## src/rtl/carbonx96_simctl.sv

```systemverilog
// CarbonX96 simulation-control peripheral: pass signature, console FIFO, cycle counter
// and poweroff sequencing that waits for the console to drain before ending the test.
module carbonx96_simctl #(
    parameter int unsigned CON_DEPTH    = 4,
    parameter logic [7:0]  POWEROFF_KEY = 8'hA5,
    parameter logic [31:0] SIG_RESET    = 32'h0000_0000
) (
    input  logic        clk,
    input  logic        rst_n,
    input  logic        bus_req,
    input  logic        bus_we,
    input  logic [7:0]  bus_addr,
    input  logic [7:0]  bus_wdata,
    output logic        bus_ack,
    output logic [7:0]  bus_rdata,
    output logic        con_valid,
    output logic [7:0]  con_data,
    input  logic        con_ready,
    output logic [31:0] signature,
    output logic        poweroff
);
    localparam int unsigned      PTR_W      = $clog2(CON_DEPTH);
    localparam int unsigned      CNT_W      = PTR_W + 1;
    localparam logic [CNT_W-1:0] FULL_COUNT = CNT_W'(CON_DEPTH);

    typedef enum logic [1:0] {ST_RUN, ST_DRAIN, ST_OFF} state_t;

    state_t           state;
    logic [7:0]       con_mem [CON_DEPTH];
    logic [PTR_W-1:0] rd_ptr;
    logic [PTR_W-1:0] wr_ptr;
    logic [CNT_W-1:0] con_count;
    logic             overflow;
    logic [31:0]      cycles;
    logic [31:0]      cycles_shadow;
    logic [7:0]       rdata_next;

    logic access;
    logic rd_en;
    logic wr_en;
    logic fifo_full;
    logic fifo_empty;
    logic pop;
    logic push_req;
    logic push;
    logic key_write;

    // A request is only taken while no ack is outstanding; OFF turns every write into a no-op.
    assign access     = bus_req && !bus_ack;
    assign rd_en      = access && !bus_we;
    assign wr_en      = access && bus_we && (state != ST_OFF);
    assign fifo_full  = (con_count == FULL_COUNT);
    assign fifo_empty = (con_count == '0);
    assign pop        = !fifo_empty && con_ready;
    assign push_req   = wr_en && (bus_addr == 8'h06);
    assign push       = push_req && (!fifo_full || pop);
    assign key_write  = wr_en && (state == ST_RUN) && (bus_addr == 8'h04)
                        && (bus_wdata == POWEROFF_KEY);
    assign con_valid  = !fifo_empty;
    assign con_data   = con_mem[rd_ptr];

    always_comb begin
        // NOTE: default first, so every path assigns rdata_next and no latch is inferred.
        rdata_next = '0;
        case (bus_addr)
            8'h00:   rdata_next = signature[7:0];
            8'h01:   rdata_next = signature[15:8];
            8'h02:   rdata_next = signature[23:16];
            8'h03:   rdata_next = signature[31:24];
            8'h05:   rdata_next = {4'b0000, overflow, fifo_empty, fifo_full, state != ST_RUN};
            8'h08:   rdata_next = cycles[7:0];
            8'h09:   rdata_next = cycles_shadow[15:8];
            8'h0A:   rdata_next = cycles_shadow[23:16];
            8'h0B:   rdata_next = cycles_shadow[31:24];
            default: rdata_next = '0;
        endcase
    end

    // NOTE: FIFO storage has no reset; con_valid gates con_data, so stale entries are never seen.
    always_ff @(posedge clk) begin
        if (push) begin
            con_mem[wr_ptr] <= bus_wdata;
        end
    end

    always_ff @(posedge clk or negedge rst_n) begin
        if (!rst_n) begin
            // NOTE: all sequential state uses non-blocking assignments so every register sees pre-edge values.
            state         <= ST_RUN;
            bus_ack       <= 1'b0;
            bus_rdata     <= '0;
            signature     <= SIG_RESET;
            poweroff      <= 1'b0;
            rd_ptr        <= '0;
            wr_ptr        <= '0;
            con_count     <= '0;
            overflow      <= 1'b0;
            cycles        <= '0;
            cycles_shadow <= '0;
        end else begin
            bus_ack   <= access;
            bus_rdata <= rd_en ? rdata_next : '0;

            if (rd_en && (bus_addr == 8'h08)) begin
                cycles_shadow <= cycles;
            end
            if ((state != ST_OFF) && (cycles != '1)) begin
                cycles <= cycles + 32'd1;
            end

            if (wr_en && (state == ST_RUN) && (bus_addr[7:2] == 6'd0)) begin
                signature[{bus_addr[1:0], 3'b000} +: 8] <= bus_wdata;
            end

            if (pop) begin
                rd_ptr <= rd_ptr + 1'b1;
            end
            if (push) begin
                wr_ptr <= wr_ptr + 1'b1;
            end
            case ({push, pop})
                2'b10:   con_count <= con_count + 1'b1;
                2'b01:   con_count <= con_count - 1'b1;
                default: con_count <= con_count;
            endcase

            if (push_req && !push) begin
                overflow <= 1'b1;
            end else if (wr_en && (bus_addr == 8'h07)) begin
                overflow <= 1'b0;
            end

            poweroff <= (state == ST_OFF);

            // DRAIN ends on the first edge with an empty FIFO and no byte arriving.
            case (state)
                ST_RUN:   if (key_write) state <= ST_DRAIN;
                ST_DRAIN: if (fifo_empty && !push) state <= ST_OFF;
                default:  state <= state;
            endcase
        end
    end

endmodule
```

## config.mk

```make
export PLATFORM = sky130hd
export DESIGN_NAME = carbonx96_simctl
export DESIGN_NICKNAME = d
export VERILOG_FILES = /design/src/rtl/carbonx96_simctl.sv
export SDC_FILE = /design/constraint.sdc
export NUM_CORES = 1
export LEC_CHECK = 0
export CORE_MARGIN = 3
export CORE_UTILIZATION = 38
export CTS_CLUSTER_SIZE = 30
export DETAILED_ROUTE_END_ITERATION = 8
export HOLD_SLACK_MARGIN = 0.05
export PLACE_DENSITY_LB_ADDON = 0.08
export REMOVE_ABC_BUFFERS = 1
export SLEW_MARGIN = 20
export SYNTH_ARGS = -nofsm -noshare
export SYNTH_HDL_FRONTEND = slang
export SYNTH_SLANG_ARGS = --single-unit
```

## constraint.sdc

```tcl
create_clock -name clk -period 2.2 [get_ports clk]
set_clock_uncertainty 0.05 [all_clocks]
set_input_delay 0.55 -clock clk [delete_from_list [all_inputs] [get_ports clk]]
set_output_delay 0.55 -clock clk [all_outputs]
set_load 0.02 [all_outputs]
```

Word level (Yosys, flattened, before mapping):

Memories as Yosys holds them, arrays and structs flattened.
Index checks and enable logic that the tools add are counted.
W data, S select, Z words.

* add/sub/neg operators: 6
* muxes and demuxes: 11
* reduce and logical (&&, ||, !) cells: 31
* shift-type cells: 2
* equal/unequal tests: 21

Operators with widths (count)
* $pmux W8 S9: 1
* $add A32 B1 Y32 const B: 1
* $bwmux W32: 1
* $eq A8 B3 Y1 const B: 4
* $eq A8 B4 Y1 const B: 4
* $ne A32 B32 Y1 const B: 1
* $shift A8 B7 Y32 const A: 1
* $shiftx A8 B7 Y32: 1
* $eq A8 B2 Y1 const B: 2
* $logic_and A1 B1 Y1: 16
* $eq A8 B1 Y1 const B: 1
* $eq A8 B8 Y1 const B: 1
* $logic_not A8 Y1: 1
* $mux W8: 1
* $reduce_bool A2 Y1: 4
* $neg A5 Y7: 1
* $logic_not A6 Y1: 1
* $ne A2 B2 Y1 const B: 3
* $pmux W3 S2: 1
* $logic_not A1 Y1: 5
* $add A2 B1 Y2 const B: 2
* $eq A2 B1 Y1 const B: 2
* $eq A2 B2 Y1 const B: 2
* $mux W1: 4
* other kinds (9): 10

* memories kept: 1
* bits in registers: 116
* word-level logic and storage cells: 83
* output and inout port bits: 51
* input bits: 21
* memory bits (writable): 32

Memory list
* con_mem: words 4, width 8, rd ports 1, clocked after Yosys merged registers in 0, write ports 1, line 29 `logic [7:0] con_mem [CON_DEPTH];`

Depth between registers and ports, before layout:

Gate-level depths: netlist of run 1.

* depth in word-level cells: 10
* mapped depth: 9
* depth with buffers taken out: 8

Worst setup path after synthesis of run 1:

No wires, ideal clock.

* path kind: in2reg
* from: in bus_addr[5]
* to: mem con_mem[0][0] (enable)
* setup slack: 0.010 ns
* buffers on the path: 1
* library setup time: 0.332 ns
* arrival: 1.808 ns
* stages on the path: 5
* required time: 1.818 ns
* cells stage by stage: nor4_4 > and4_1 > and3_1 > clkbuf_1 > and2_1

* word-level cells in the longest chain between the ends: 5

Ends and longest elaborated chain
* start: declaration: line 12 `input logic [7:0] bus_addr,`
* $eq A8 B3 Y1: line 55 `assign push_req = wr_en && (bus_addr == 8'h06);`
* $logic_and A1 B1 Y1: line 55
* $logic_and A1 B1 Y1: line 56 `assign push = push_req && (!fifo_full || pop);`
* $mux W1: line 81 `if (push) begin`
* $mux W1 (implied by the code): line 82 `con_mem[wr_ptr] <= bus_wdata;`
* end: declaration: line 29

No other way between the ends.

Final worst setup path of run 1:

* from: reg rd_ptr[0]
* to: out con_data[1]

* word-level cells in the longest chain between the ends: 1

Ends and longest elaborated chain
* start: declaration: line 30 `logic [PTR_W-1:0] rd_ptr;`
* start signal: assignment: line 116 `rd_ptr <= rd_ptr + 1'b1;`
* $mem_v2 Z4 W8
* end: declaration: line 17 `output logic [7:0] con_data,`

No other way between the ends.

==> results.yml, run 1 <==
yosys:
  synth.area.mux_share: 0.0763
  combinational_family_with_the_most_area_after_synthesis: "simple AND/OR/NAND/NOR gates"
  synthesis.area_per_instance_um2: 11.9
  synth-xor-area-share: 0.0498
  synthesis_warning_total: 0
  post_synthesis_compound_gate_area_fraction: 0.0936
  syn-instance-count: 530
  number_of_flops_mapped_to_enable_cells_by_yosys: 32
  post_synthesis_async_set_or_reset_flop_share: 0.771
  netlist.top_cell.by_area: "sky130_fd_sc_hd__dfrtp_1"
  synth_top_flop_cell: "sky130_fd_sc_hd__dfrtp_1"
  post_synth_fa_ha_maj_area_fraction: 0.0210
  synthSimpleGateAreaFrac: 0.156
  synthDominantCellAreaShare: 0.427
  netlist_top_cells_area: "sky130_fd_sc_hd__dfrtp_1 (43%), sky130_fd_sc_hd__edfxtp_1 (15%), sky130_fd_sc_hd__nand2_1 (4.9%)"
  post_synth_num_cell_types: 55
  synth-seq-area-share: 0.579
  syn_area_um2: 6330
  postSynthRegisterBits: 140
routing:
  post_route_drc: 0
  vias_per_std_cell: 5.16
  drt-pass1-iter-count: 5
  route.antenna.remaining_nets: 0
  detailed_route_wl_um: 16700
  post_drt_wl_per_cell_um: 18.4
  via_count: 4673
  drt_first_iter_violations: 255
sta:
  hold_ws_ns: 0.446
  finalWorstPathRequiredPeriod_ns: 2.28
  grt_setup_unrepaired: "true"
  fmaxAchievable_mhz: 439
  worst-slew-pin-transition_ns: 0.427
  timing_max_transition_violations_final: 0
  number_of_failing_setup_endpoints_in_the_final_timing_report: 2
  post_route_fraction_of_the_period_consumed_by_the_critical_path: 1.04
  setup_ws_ns: -0.0771
  final-hold-violation-count: 0
  timing.slew.headroom: 0.715
global_routing:
  grt_usage: 0.191
  antenna_violations_before_repair: 0
  grt_pass1_wl_um: 26600
  grt_overflow_total: 0
  via_count_of_the_first_global_routing_pass: 4741
  maximum_number_of_pins_on_one_net_before_global_route_repair: 59
die:
  floorplan.io_pins: 72
  floorplan.initialDensity: 0.393
  die-area_um2: 18200
  die-width_um: 135
  die-height_um: 135
  placement_rows: 46
  core_box_area_um2: 16100
setup_path:
  critical_path_cell_count: 4
  chain_of_cells_forming_the_critical_path: "buf_12 > buf_6 > mux4_2 > buf_6"
  critical_path.startpoint_type: "flop"
  crit_family: "multiplexers"
  cell_type_of_the_slowest_stage_on_the_worst_timing_path: "sky130_fd_sc_hd__mux4_2"
  worstPathMaxFanout: 5
  worst-setup-path-type: "reg2out"
  timing_endpoint_of_the_critical_path: "con_data[1]"
  worstPathArrival_ns: 1.68
  setup.worst_path.end_class: "primary output"
  crit_required_ns: 1.60
  reg2regPathDepth: 6
  critical-path-top-cell-by-count: "sky130_fd_sc_hd__buf_6"
  worstReg2RegStart: "cycles[1]$_DFFE_PN0P_"
  timing.reg2reg.setup_slack_ns: 0.15
  critical_path.max_stage_delay_ns: 0.50
  crit_start: "rd_ptr[0]$_DFFE_PN0P_"
  worst_r2r_endpoint: "cycles[20]$_DFFE_PN0P_"
  critical_path_buf_inv_count: 3
layout:
  post_route_cells_drive_above_1_share: 0.247
  syn_to_final_growth_pct: 34.6
  fin_cells: 905
  design.final.nets: 707
  layout.cell_area.non_filler_um2: 8510
  antenna-diode-count: 0
clocking:
  ctsRootBufferMaster: "sky130_fd_sc_hd__clkbuf_16"
  clock_tree_from_tritoncts: "yes"
  htreeDepth: 4
  clkSinkCount: 140
  clk_latency_ns: 0.42
  cts_buffers: 17
  cts.clk_slew.worst_paths_ns: 0.07
  max-clock-path-buffers: 2
placement:
  post_dp_cell_area_um2: 7860
  dp_worst_setup_slack_ns: -0.479
  buffer_ports.inserted: 71
  dp_cells: 868
  hpwlAfterDp_um: 12500
  finalWeightedCongestion: 0.814
power_and_ir_drop:
  power_density_nw_per_um2: 813
  vdd_drop_max_mv: 0.485
  finalPower_w: 0.00692
  p_leak_nw: 3.62
min_path:
  hold_crit_path_type: "reg2reg"
status:
  run_status: "finished, violations left"
  violations_in_the_final_reports: "negative setup slack"
flow_run:
  maxCapViolations: 0
==> cells by family (layout without fill, tap and decap cells) <==
family,after synthesis,after routing
buffers and inverters,35,194
and+or+nand+nor,186,186
DFF,140,140
muxes,35,35
adders and majority gates,10,10
xor gates and xnor gates,36,36
AOI/OAI and AO/OA,88,88
==> repair_timing <==
item | in CTS | in global routing
gates cloned | 1 | 0
resized for setup | 44 | 17
pin swaps | 0 | 6
hold buffers | 1 | 0
buffers inserted | 3 | 1
endpoints found under the setup margin | 11 | 61
hold endpoints to repair | 25 | 0
==> Yosys cell counts (11+ instances only) <==
cell type and instances:
sky130_fd_sc_hd__inv_1 11, sky130_fd_sc_hd__dfrtp_1 108, sky130_fd_sc_hd__clkbuf_1 11, sky130_fd_sc_hd__nand2_1 82, sky130_fd_sc_hd__o21ai_0 34, sky130_fd_sc_hd__a22oi_1 16
sky130_fd_sc_hd__nor2_1 13, sky130_fd_sc_hd__nand4_1 17, sky130_fd_sc_hd__xnor2_1 27, sky130_fd_sc_hd__nand3_1 20, sky130_fd_sc_hd__mux2_2 26, sky130_fd_sc_hd__edfxtp_1 32
sky130_fd_sc_hd__and3_1 13
==> final cells by class <==
class	instances	area (µm²)
Multi-Input combinational cell	355	2530
Timing Repair Buffer	151	1430
Tap cell	216	270
Inverter	11	41.3
Clock buffer	17	425
Fill cell	1429	7600
Clock inverter	15	153
Sequential cell	140	3660
==> through the flow <==
| stage | setup TNS, ns | util |
|---|---|---|
| floorplan | -8.35 | - |
| finish | -0.0821 | 0.528 |
| CTS | -0.606 | 0.527 |
| global placement | -32.91 | 0.488 |
| detailed placement | -34.76 | 0.488 |
| global route | -0.600 | 0.528 |
==> flip-flops by register name (all words and copies together), names as in the netlist <==
signal and count:
bus_ack 1, bus_rdata 8, con_count 3, con_mem 32, cycles 32, cycles_shadow 24, overflow 1, poweroff 1
rd_ptr 2, signature 32, state 2, wr_ptr 2
==> power by group <==
| group | switching (W) | internal, W |
|---|---|---|
| logic | 0.000557 | 0.000630 |
| clock network | 0.00121 | 0.00160 |
| registers | 0.000159 | 0.00277 |
| total | 0.00193 | 0.00499 |
==> worst register-to-register path, cell delays in order, from the launching register on <==
cell and delay (ns):
sky130_fd_sc_hd__dfrtp_1 0.40, sky130_fd_sc_hd__ha_1 0.20, sky130_fd_sc_hd__and4_1 0.25, sky130_fd_sc_hd__and4_1 0.35, sky130_fd_sc_hd__or3b_1 0.44, sky130_fd_sc_hd__nor2_1 0.14
sky130_fd_sc_hd__xor2_1 0.15
==> layer usage <==
metal	track usage	vias up	wire length, µm
li1	-	2230	-
met1	0.268	2345	7920
met2	0.297	80	7890
met3	0.0451	18	588
met4	0.0577	0	287
met5	0	-	0
==> worst min-delay path by stage <==
| stage | cells after the start | start | endpoint | slack, ns |
|---|---|---|---|---|
| global placement | 1 | cycles[12]$_DFFE_PN0P_ | cycles[12]$_DFFE_PN0P_ | 0.43 |
| floorplan | 0 | rst_n | bus_ack$_DFF_PN0_ | 0.20 |
| finish | 1 | cycles[15]$_DFFE_PN0P_ | cycles[15]$_DFFE_PN0P_ | 0.45 |
| global route | 1 | cycles[13]$_DFFE_PN0P_ | cycles[13]$_DFFE_PN0P_ | 0.46 |
| detailed placement | 2 | overflow$_DFFE_PN0P_ | overflow$_DFFE_PN0P_ | 0.44 |
| CTS | 1 | cycles[29]$_DFFE_PN0P_ | cycles[29]$_DFFE_PN0P_ | 0.45 |
==> cell usage in the layout, fill, tap and decap left out, types with 7 or more instances in the layout <==
cell type	n
sky130_fd_sc_hd__nand3_1	20
sky130_fd_sc_hd__inv_1	11
sky130_fd_sc_hd__nor2_1	13
sky130_fd_sc_hd__mux4_2	8
sky130_fd_sc_hd__a21oi_1	7
sky130_fd_sc_hd__and2_1	7
sky130_fd_sc_hd__dfrtp_1	107
sky130_fd_sc_hd__xnor2_1	27
sky130_fd_sc_hd__buf_12	8
sky130_fd_sc_hd__mux2_2	26
sky130_fd_sc_hd__xor2_1	9
sky130_fd_sc_hd__nand4_1	17
sky130_fd_sc_hd__buf_4	70
sky130_fd_sc_hd__o21ai_0	33
sky130_fd_sc_hd__a22oi_1	16
sky130_fd_sc_hd__edfxtp_1	32
sky130_fd_sc_hd__clkbuf_16	17
sky130_fd_sc_hd__ha_1	8
sky130_fd_sc_hd__and4_1	9
sky130_fd_sc_hd__and3_1	12
sky130_fd_sc_hd__buf_6	9
sky130_fd_sc_hd__clkdlybuf4s50_1	59
sky130_fd_sc_hd__nand2_1	82
(Power assumes the default switching activity.)
==> run 2: changes to the inputs <==
Settings changed: CAP_MARGIN set to 20.
==> results of run 2 <==
Same layout as run 1: the final DEF is identical, and so are final timing and power.
==> run 3: changes to the inputs <==
Settings changed: CELL_PAD_IN_SITES_DETAIL_PLACEMENT set to 0, CELL_PAD_IN_SITES_GLOBAL_PLACEMENT set to 1.
==> results.yml, run 3 (synthesis results as in run 1) <==
min_path:
  holdCritStartpoint: "overflow$_DFFE_PN0P_"
  hold_crit_path_type: "reg2reg"
clocking:
  max-clock-path-buffers: 2
  htreeDepth: 4
  cts.clk_slew.worst_paths_ns: 0.06
  cts_buffers: 17
  clk_latency_ns: 0.42
  clkSinkCount: 140
  ctsRootBufferMaster: "sky130_fd_sc_hd__clkbuf_16"
  clock_tree_from_tritoncts: "yes"
setup_path:
  worstReg2RegStart: "cycles[1]$_DFFE_PN0P_"
  critical_path_buf_inv_count: 3
  crit_family: "flip-flops"
  critical_path.max_stage_delay_ns: 0.43
  worstPathMaxFanout: 5
  worst-setup-path-type: "reg2out"
  cell_type_of_the_slowest_stage_on_the_worst_timing_path: "sky130_fd_sc_hd__dfrtp_2"
  chain_of_cells_forming_the_critical_path: "buf_12 > buf_4 > mux4_2 > buf_6"
  setup.worst_path.end_class: "primary output"
  crit_required_ns: 1.60
  worstPathArrival_ns: 1.68
  crit_start: "rd_ptr[0]$_DFFE_PN0P_"
  critical_path.startpoint_type: "flop"
layout:
  syn_to_final_growth_pct: 35.5
  design.final.nets: 712
  post_route_cells_drive_above_1_share: 0.258
  fin_util: 0.532
  most_common_cell_after_layout_fill_and_taps_aside: "sky130_fd_sc_hd__dfrtp_1"
  fin_cells: 910
  final_cell_mix: "sky130_fd_sc_hd__dfrtp_1 (107), sky130_fd_sc_hd__nand2_1 (82), sky130_fd_sc_hd__buf_4 (72)"
  antenna-diode-count: 0
  reg.largest.list: "con_mem x32, cycles x32, signature x32"
global_routing:
  grt_usage: 0.203
  antenna_violations_before_repair: 0
  maximum_number_of_pins_on_one_net_before_global_route_repair: 41
  globalRouteMet1Util: 0.301
  via_count_of_the_first_global_routing_pass: 4767
  grt_pass1_wl_um: 27900
  globalRouteMet2Util: 0.298
  grt_overflow_total: 0
  globalRouteMet3Util: 0.0458
  grt_busiest_layer: "met1"
placement:
  hpwlAfterDp_um: 13000
  dp_cells: 871
  buffer_ports.inserted: 71
  finalWeightedCongestion: 0.796
sta:
  finalWorstPathRequiredPeriod_ns: 2.28
  setup_ws_ns: -0.0824
  post_route_fraction_of_the_period_consumed_by_the_critical_path: 1.04
  fmaxAchievable_mhz: 438
  timing_max_transition_violations_final: 0
  timing.slew.headroom: 0.673
  number_of_failing_setup_endpoints_in_the_final_timing_report: 4
  grt_setup_unrepaired: "true"
  final-hold-violation-count: 0
  worst-slew-pin-transition_ns: 0.490
  fin_tns_setup_ns: -0.266
flow_run:
  maxCapViolations: 0
die:
  die-area_um2: 18200
  die-height_um: 135
  floorplan.io_pins: 72
  core_box_area_um2: 16100
  die-width_um: 135
  placement_rows: 46
  floorplan.initialDensity: 0.393
power_and_ir_drop:
  vdd_drop_max_mv: 0.463
  power_density_nw_per_um2: 806
  p_leak_nw: 3.63
routing:
  via_count: 4768
  drt-pass1-iter-count: 5
  drt_first_iter_violations: 325
  post_route_drc: 0
  post_drt_wl_per_cell_um: 19.4
  route.antenna.remaining_nets: 0
  vias_per_std_cell: 5.24
  detailed_route_wl_um: 17600
status:
  run_status: "finished, violations left"
  violations_in_the_final_reports: "negative setup slack"
-- run 3: power by group --
part / internal (W) / switching (W) / total [W]
clock: 0.00157 / 0.00117 / 0.00274
sequential: 0.00277 / 0.000145 / 0.00291
combinational: 0.000663 / 0.000600 / 0.00126
-- run 3: worst paths after layout --
| path | cells past startpoint | slack, ns | to |
|---|---|---|---|
| hold reg to reg | 2 | 0.43 | overflow$_DFFE_PN0P_ |
| min in group asynchronous | 2 | 0.58 | cycles[8]$_DFFE_PN0P_ |
| setup reg to reg | 6 | 0.13 | cycles[27]$_DFFE_PN0P_ |
| max in group asynchronous | 3 | 0.91 | signature[5]$_DFFE_PN0P_ |
| hold / removal | 2 | 0.43 | overflow$_DFFE_PN0P_ |
| setup / recovery | 4 | -0.08 | con_data[7] |
-- run 3: final cells by class --
| cell class | count | area [µm²] |
|---|---|---|
| Tap cell | 216 | 270 |
| Clock buffer | 17 | 425 |
| Clock inverter | 15 | 140 |
| Inverter | 11 | 41.3 |
| Fill cell | 1419 | 7540 |
| Multi-Input combinational cell | 355 | 2560 |
| Timing Repair Buffer | 156 | 1470 |
| Sequential cell | 140 | 3660 |
-- run 3: metal layers --
| layer | share of wire | vias up |
|---|---|---|
| li1 | - | 2236 |
| met2 | 0.46 | 103 |
| met5 | 0 | - |
| met3 | 0.040 | 19 |
| met4 | 0.015 | 0 |
| met1 | 0.49 | 2410 |
-- run 3: what timing repair did --
item,CTS,global route
gates resized for setup,43,29
buffers inserted,3,3
gates cloned,1,0
pin swaps,1,5
endpoints found under the hold margin,4,0
hold buffers,1,0
endpoints found under the setup margin,20,33
-- run 3: worst min-delay path: stages (launching register included) --
cell,delay [ns]
sky130_fd_sc_hd__dfrtp_1,0.35
sky130_fd_sc_hd__nand2_1,0.05
sky130_fd_sc_hd__o31ai_1,0.05
-- run 3: through the flow --
step,power (W),hold WS [ns],setup WS [ns],instance area (µm²)
floorplan,0.00350,0.204,-0.348,6210
global placement,0.00408,0.430,-0.542,7880
detailed placement,0.00411,0.424,-0.488,7880
CTS,0.00693,0.437,-0.144,8490
global route,0.00721,0.454,-0.133,8570
finish,0.00691,0.434,-0.0824,8570
